===== config.mk =====
export PLATFORM = sky130hd
export DESIGN_NAME = i2_router_fifo_wr_arbiter
export DESIGN_NICKNAME = d
export VERILOG_FILES = /design/src/rtl/i2_router_fifo_wr_arbiter.sv
export SDC_FILE = /design/constraint.sdc
export NUM_CORES = 1
export LEC_CHECK = 0
export BUFFER_PORTS_ARGS = -buffer_cell sky130_fd_sc_hd__buf_2
export CORE_MARGIN = 2
export CORE_UTILIZATION = 36
export CTS_CLUSTER_SIZE = 28
export DETAILED_ROUTE_END_ITERATION = 7
export PLACE_DENSITY_LB_ADDON = 0.05
export SYNTH_ARGS = -nofsm -noshare
export SYNTH_HDL_FRONTEND = slang
export SYNTH_SLANG_ARGS = --single-unit

===== constraint.sdc =====
create_clock -name clk -period 3.2 [get_ports clk]
set_clock_uncertainty 0.2 [all_clocks]
set_input_delay 0.64 -clock clk [delete_from_list [all_inputs] [get_ports clk]]
set_output_delay 0.64 -clock clk [all_outputs]
set_load 0.02 [all_outputs]

===== src/rtl/i2_router_fifo_wr_arbiter.sv =====
// Round-robin write arbiter for one i2_router output FIFO: grants head flits, locks to the winner until its tail.
// Zero-latency: fifo_wr/fifo_din/sel/in_busy are combinational; locked/owner/err_proto/pkt_cnt update on the next edge.
// Backpressure: in_busy[i]=0 means port i's flit is consumed this cycle; fifo_full stalls grants and locked writes.
module i2_router_fifo_wr_arbiter #(
    parameter int                NUM_IN    = 2,
    parameter int                DATA_W    = 32,
    parameter int                TYPE_W    = 3,
    parameter logic [TYPE_W-1:0] HEAD_CODE = 3'b001,
    parameter logic [TYPE_W-1:0] TAIL_CODE = 3'b110,
    parameter logic [TYPE_W-1:0] HT_CODE   = 3'b111,
    parameter int                CNT_W     = 16,
    localparam int               SEL_W     = (NUM_IN > 1) ? $clog2(NUM_IN) : 1
) (
    input  logic                     clk,
    input  logic                     rst,
    input  logic [NUM_IN-1:0]        in_req,
    input  logic [NUM_IN*TYPE_W-1:0] in_type,
    input  logic [NUM_IN*DATA_W-1:0] in_data,
    input  logic                     fifo_full,
    output logic                     fifo_wr,
    output logic [DATA_W-1:0]        fifo_din,
    output logic [SEL_W-1:0]         sel,
    output logic [NUM_IN-1:0]        in_busy,
    output logic                     locked,
    output logic [SEL_W-1:0]         owner,
    output logic                     err_proto,
    output logic [CNT_W-1:0]         pkt_cnt
);

    typedef enum logic [0:0] {IDLE, LOCKED} state_t;

    state_t             state, state_nxt;
    logic [SEL_W-1:0]   rr_ptr, rr_nxt, owner_nxt;
    logic               err_nxt;
    logic               cnt_inc;
    logic [TYPE_W-1:0]  type_arr [NUM_IN];
    logic [DATA_W-1:0]  data_arr [NUM_IN];
    logic [NUM_IN-1:0]  is_start;
    logic               found;
    logic [SEL_W-1:0]   winner;

    // Port after p in cyclic order, used to move the round-robin pointer past a finished packet.
    function automatic logic [SEL_W-1:0] next_port(input logic [SEL_W-1:0] p);
        return (p == SEL_W'(NUM_IN - 1)) ? '0 : p + 1'b1;
    endfunction

    // Unpack the flat per-port buses and flag flits that may open a packet.
    always_comb begin
        for (int i = 0; i < NUM_IN; i++) begin
            type_arr[i] = in_type[i*TYPE_W +: TYPE_W];
            data_arr[i] = in_data[i*DATA_W +: DATA_W];
            is_start[i] = in_req[i] && (type_arr[i] == HEAD_CODE || type_arr[i] == HT_CODE);
        end
    end

    // First packet-start candidate at or after rr_ptr, wrapping around the port list.
    always_comb begin
        int               idx;
        logic [SEL_W-1:0] cand;
        idx    = 0;
        cand   = '0;
        found  = 1'b0;
        winner = '0;
        for (int k = 0; k < NUM_IN; k++) begin
            idx = int'(rr_ptr) + k;
            if (idx >= NUM_IN) idx = idx - NUM_IN;
            cand = SEL_W'(idx);
            if (!found && is_start[cand]) begin
                found  = 1'b1;
                winner = cand;
            end
        end
    end

    // Next-state and datapath controls; reset forces the quiet output pattern.
    always_comb begin
        state_nxt = state;
        rr_nxt    = rr_ptr;
        owner_nxt = owner;
        err_nxt   = 1'b0;
        cnt_inc   = 1'b0;
        fifo_wr   = 1'b0;
        sel       = '0;
        in_busy   = '1;
        if (!rst) begin
            case (state)
                IDLE: begin
                    sel = winner;
                    // Mid-packet flits with no open packet are swallowed and flagged.
                    for (int i = 0; i < NUM_IN; i++) begin
                        if (in_req[i] && !is_start[i]) begin
                            in_busy[i] = 1'b0;
                            err_nxt    = 1'b1;
                        end
                    end
                    if (!fifo_full && found) begin
                        fifo_wr         = 1'b1;
                        in_busy[winner] = 1'b0;
                        if (type_arr[winner] == HEAD_CODE) begin
                            state_nxt = LOCKED;
                            owner_nxt = winner;
                        end else begin
                            cnt_inc = 1'b1;
                            rr_nxt  = next_port(winner);
                        end
                    end
                end
                LOCKED: begin
                    sel            = owner;
                    in_busy[owner] = fifo_full;
                    if (in_req[owner] && !fifo_full) begin
                        if (is_start[owner]) begin
                            // A new head inside an open packet is dropped; the lock holds.
                            err_nxt = 1'b1;
                        end else begin
                            fifo_wr = 1'b1;
                            if (type_arr[owner] == TAIL_CODE) begin
                                state_nxt = IDLE;
                                cnt_inc   = 1'b1;
                                rr_nxt    = next_port(owner);
                            end
                        end
                    end
                end
                default: state_nxt = IDLE;
            endcase
        end
    end

    assign fifo_din = data_arr[sel];
    assign locked   = (state == LOCKED);

    // State, arbitration pointer, error pulse and packet counter registers.
    always_ff @(posedge clk) begin
        if (rst) begin
            state     <= IDLE;
            rr_ptr    <= '0;
            owner     <= '0;
            err_proto <= 1'b0;
            pkt_cnt   <= '0;
        end else begin
            state     <= state_nxt;
            rr_ptr    <= rr_nxt;
            owner     <= owner_nxt;
            err_proto <= err_nxt;
            pkt_cnt   <= pkt_cnt + CNT_W'(cnt_inc);
        end
    end

endmodule

Word level (Yosys, flattened, before mapping)
Index checks and enable logic that the tools add are counted.
{"block": "totals", "reg_bits": 20, "inputBits": 75, "word_cells": 127}
{"block": "op_classes", "addsub": 6, "order_cmp": 11, "n_eq_ne": 11, "muxes": 69, "bitwise": 8, "reduce_logical": 17}
{"cell": "$mux 32", "n": 3}
{"cell": "$mux 1", "n": 49}
{"cell": "$mux 3", "n": 6}
{"cell": "$add 16x1->16", "n": 1}
{"cell": "$pmux 1 s2", "n": 6}
{"cell": "$eq 3x1->1 const B", "n": 3}
{"cell": "$eq 3x3->1 const B", "n": 3}
{"cell": "$logic_and 1x1->1", "n": 9}
{"cell": "$ge 2x2->1 const B", "n": 4}
{"cell": "$lt 1x2->1 const B", "n": 4}
{"cell": "$ne 2x2->1 const B", "n": 3}
{"cell": "$not 1->2", "n": 3}
{"cell": "$reduce_and 5->1", "n": 1}
{"cell": "$logic_not 1->1", "n": 4}
{"cell": "$mux 2", "n": 2}
{"cell": "$ne 2x1->1 const B", "n": 2}
{"cell": "$not 2->2", "n": 2}
{"cell": "$pmux 2 s2", "n": 1}
{"cell": "$reduce_and 3->1", "n": 1}
{"cell": "$add 1x1->1 const B", "n": 2}
{"cell": "$add 1x1->2 const B", "n": 1}
{"cell": "$and 2x2->2", "n": 1}
{"cell": "$demux 1 s1", "n": 2}
{"cell": "$ge 1x1->1 const B", "n": 2}
{"cell": "other kinds (5)", "n": 7}

Longest topological paths before layout
{"block": "logic_depth", "depth_word": 19, "ltp_mapped": 12, "mapped_depth_nobuf": 11}

Worst setup path before layout
OpenSTA, ideal clock, no wires.
{"block": "synth_path", "path_type": "input port to flip-flop", "startpoint": "input port in_type[2]", "endpoint": "register pkt_cnt[12]", "setup_time_ns": 0.071, "t_arrival_ns": 2.809, "required_ns": 2.929, "path_slack_ns": 0.121, "cell_stages": 10, "path_buffers": 0, "path_cell_list": "xnor2_2 and4b_4 nor3_1 or3_1 nor3_1 ha_1 and3_1 nand4_1 or3_1 a21oi_1"}
{"block": "synth_via", "elab_chain_cells": 19, "word_cells_on_any_way": 34}
{"element": "start, declared", "line": "17", "source": "input logic [NUM_IN*TYPE_W-1:0] in_type,"}
{"element": "$eq 3x1->1 / $eq 3x3->1 (equally long branches)", "line": "52", "source": "is_start[i] = in_req[i] && (type_arr[i] == HEAD_CODE || type_arr[i] == HT_CODE);"}
{"element": "$logic_or 1x1->1", "line": "52"}
{"element": "$logic_and 1x1->1", "line": "52"}
{"element": "$mux 1 (not written as such) (2 in series)", "line": "68", "source": "if (!found && is_start[cand]) begin"}
{"element": "$mux 1", "line": "68"}
{"element": "$logic_not 1->1", "line": "68"}
{"element": "$logic_and 1x1->1", "line": "68"}
{"element": "$mux 1", "line": "68"}
{"element": "$not 1->2 (not written as such)", "line": "99", "source": "if (type_arr[winner] == HEAD_CODE) begin"}
{"element": "$mux 3 (not written as such) (3 in series)", "line": "99"}
{"element": "$eq 3x1->1", "line": "99"}
{"element": "$mux 1", "line": "99"}
{"element": "$mux 1", "line": "96", "source": "if (!fifo_full && found) begin"}
{"element": "$pmux 1 s2 *", "line": "86", "source": "case (state)"}
{"element": "$mux 1 *", "line": "85", "source": "if (!rst) begin"}
{"element": "$add 16x1->16 *", "line": "146", "source": "pkt_cnt <= pkt_cnt + CNT_W'(cnt_inc);"}
{"element": "end signal, assigned", "line": "146"}
{"element": "end, declared", "line": "27", "source": "output logic [CNT_W-1:0] pkt_cnt"}
Mark *: on every way between the ends. The rest lies on a longest branch, timed or not. The select of a mux whose other input is x is not followed.
A chain may end at the register's enable or synchronous reset.

Worst setup path after layout
{"block": "layout_path", "startpoint": "input port in_type[1]", "endpoint": "output port fifo_din[10]"}
{"block": "layout_via", "elab_chain_cells": 15, "word_cells_on_any_way": 19}
{"element": "$eq 3x1->1 / $eq 3x3->1 (equally long branches)", "line": "52"}
{"element": "$logic_or 1x1->1 *", "line": "52"}
{"element": "$logic_and 1x1->1 *", "line": "52"}
{"element": "$mux 1 (not written as such) (2 in series)", "line": "68"}
{"element": "$mux 1", "line": "68"}
{"element": "$logic_not 1->1", "line": "68"}
{"element": "$logic_and 1x1->1", "line": "68"}
{"element": "$mux 1 *", "line": "68"}
{"element": "$pmux 1 s2 *", "line": "86"}
{"element": "$mux 1 *", "line": "85"}
{"element": "$not 1->2 (not written as such) *", "line": "130", "source": "assign fifo_din = data_arr[sel];"}
{"element": "$mux 32 (not written as such) * (3 in series)", "line": "130"}
{"element": "end, declared", "line": "21", "source": "output logic [DATA_W-1:0] fifo_din,"}
Marked as above.

==> summary.md <==
| Metric | Value |
|---|---|
| Synth warn | `0` |
| Initial antenna violation count | `0` |
| Top cell type by total area after synthesis | `mux2_4` |
| # setup viols final | `0` |
| Pint | `roughly 0.53 mW` |
| Final ANT Viol Nets | `0` |
| Reg2Reg Setup Slack | `roughly 0.36 ns` |
| Initial Utilization | `0.375` |
| Layout Utilization | `0.635` |
| Sw frac | `0.289` |
| Die Wd | `about 72 um` |
| GPL Wtd Cong | `0.870` |
| Setup CP Type | `in -> out` |
| Synth Instances | `169` |
| Clock share of power | `0.256` |
| First drt pass iteration count | `4` |
| Worst-path clk slew | `about 0.070 ns` |
| P_leak | `around 1.4 nW` |
| Num CTS Buffers | `3` |
| Number of port buffers | `approximately 130` |
| Final nets | `400` |
| Library cells used by synthesis | `42` |
| Register share of total power | `0.350` |
| Share of async-settable or async-resettable flops after synthesis | `0` |
| R2r startpoint | `locked$_SDFF_PP0_` |
| Synthesized net count | `246` |
| 1st-iter DRT viols | `36` |
| Clock Latency Late Sink | `around 0.25 ns` |
| DR vias/cell | `around 4.9` |
| Final WS setup | `0.0694 ns` |
| Post-route DRC violation count | `0` |
| # IOs | `between 100 and 150` |
| Slew @ Worst Pin | `0.391 ns` |
| Crit path required time | `~2.4 ns` |
| # rows | `24` |
| Top_reg_cell synth | `dfxtp_1` |
| Clock Path Buffers | `2` |
| H-tree depth | `1` |
| Post-detail-place hpwl | `approximately 4100 um` |
| Total core area | `4380 sq um` |
| Maximum net fanout on the critical path | `6` |
| DP Area | `~2500 sq um` |
| Final-report hold violation count | `0` |
| GRT Total Usage | `0.179` |
| # fillers | `around 380` |
| Critical Path End Type | `primary output` |
| Inserted Diodes | `0` |
| Hold crit path type | `reg -> reg` |
| Worst min-delay path startpoint | `pkt_cnt[14]$_SDFF_PP0_` |
| Top cell type's share of synthesized area | `0.265` |
| Grt total ovfl | `0` |
| CTS root buf | `clkbuf_8` |
| Reg-to-reg endpoint | `pkt_cnt[12]$_SDFF_PP0_` |
| CP Data Arrival Time | `approximately 2.3 ns` |
| Cell Area, Synth | `1640 sq um` |
| Pre-CTS setup slack | `-0.0637 ns` |
| Tot Pwr | `0.739 mW` |
| Die area | `just over 5000 sq um` |
| EDFF count, synth | `0` |
| Post-synthesis sequential area ratio | `0.244` |
| Hold Crit Depth | `2` |
| Worst Hold Path EP | `pkt_cnt[14]$_SDFF_PP0_` |
| Mean post-synth cell area | `roughly 10 sq um` |
| Comb power frac | `0.394` |
| Share of post-route cells with drive strength above 1 | `0.627` |
| Slew HR | `0.739` |
| Max Cap Viol | `0` |
| Max rail drop VDD | `just over 0.2 mV` |
| Vias | `around 1800` |
| Depth of the worst register-to-register path | `10` |
| Count leader, synth | `mux2_4` |
| CTS tree | `built` |
| Outcome | `finished clean` |
| Commonest cells in the netlist | `mux2_4 (29), dfxtp_1 (20), nor2_1 (18)` |
| Final hold slack | `a little under 0.3 ns` |
| Area Growth Syn to Fin | `69.3%` |
| Area contributors post-synth | `mux2_4 (26%), dfxtp_1 (24%), xnor2_1 (5.3%)` |
| Net Switching | `~0.21 mW` |
| Power Dens Cells | `266 nW/um^2` |
| Final min period | `between 3 and 4 ns` |
| Crit start category | `input port` |
| Vias in the first global route | `~1600` |
| DR WL/cell | `approximately 15 um` |
| Maximum clock rate | `approximately 0.32 GHz` |
| Clk sinks | `20` |
| Total wire length | `roughly 5400 um` |
| Crit share post-route | `0.978` |
| Fin. max-slew vios | `0` |
| RSZ-0062 raised after global routing | `no` |
| Largest net degree at the start of global routing | `24` |
| First-pass GRT wire length | `between 7000 and 8000 um` |
| Final Instance Area | `2780 sq um` |
| Die H | `between 70 and 80 um` |
| Synth Register Bits | `20` |
==> cells by family after synthesis <==
family	share of synthesized area
muxes	0.298
adders and majority gates	0.0152
AOI/OAI and AO/OA	0.0906
buffers and inverters	0.0647
and+or+nand+nor	0.204
DFF	0.244
xor gates and xnor gates	0.0845
==> how the worst max path moves through the flow <==
stage / start / endpoint
after floorplan: in_type[2] / pkt_cnt[12]$_SDFF_PP0_
after global placement: in_type[2] / pkt_cnt[12]$_SDFF_PP0_
after detailed placement: in_type[2] / pkt_cnt[14]$_SDFF_PP0_
after CTS: in_type[2] / fifo_din[0]
after global routing: in_type[1] / fifo_din[2]
final: in_type[1] / fifo_din[10]
==> metrics by stage <==
step,instances,TNS [ns]
after floorplan,169,0
after global placement,366,0
after detailed placement,366,-0.196
after CTS,370,-0.0309
after global routing,374,0
final,374,0
==> what timing repair did <==
item	4_1_cts	5_1_grt
gates resized for setup	0	56
setup buffers	0	1
setup endpoints to repair	4	37
pin swaps	0	4
hold buffers	0	0
gates cloned	0	3
==> critical path, cell delays in order <==
cell	delay, ns
buf_6	0.10
xnor2_2	0.13
and4b_4	0.19
buf_6	0.12
o31ai_4	0.21
and2b_4	0.28
clkbuf_16	0.18
mux2_4	0.30
buf_6	0.13
==> per-layer routing <==
metal / track usage / vias to the layer above / part of all wire
met2: 0.319 / 70 / 0.52
met5: 0 / - / 0
met1: 0.230 / 830 / 0.40
met3: 0.0267 / 6 / 0.069
li1: - / 918 / -
met4: 0.0356 / 0 / 0.0066
==> registers in the layout (all words and copies together), names as in the netlist <==
| name | flops |
|---|---|
| pkt_cnt | 16 |
| owner | 1 |
| err_proto | 1 |
| rr_ptr | 1 |
| locked | 1 |
==> power by group through the flow <==
stage	sequential [mW]	clock (mW)	combinational [mW]
after floorplan	0.266	0	0.140
after global placement	0.264	0	0.246
after detailed placement	0.264	0	0.247
after CTS	0.258	0.195	0.248
after global routing	0.260	0.204	0.307
final	0.259	0.189	0.291
==> area by class of cell <==
type	count	area, sq um	share of cell area
repair buffers	158	1070	0.386
inverters	4	15.0	0.00540
well taps	52	65.1	0.0234
multi-input cells	136	1170	0.422
clock buffers	4	55.1	0.0198
flip-flops and latches	20	400	0.144
==> placed cells by master, fill, tap and decap left out, types with 3 or more instances in the layout <==
cell and n:
buf_2 106, mux2_4 31, buf_6 26, buf_4 22, dfxtp_1 20, nor2_1 18, nand2_1 9, xnor2_1 9
a21oi_1 6, or3_1 6, and3_1 5, nand4_1 5, inv_1 4, o21ai_0 4, nor3_1 4, xor2_1 4
clkbuf_8 4, nand3_1 3
No activity file was read; power rests on OpenSTA's default activity.
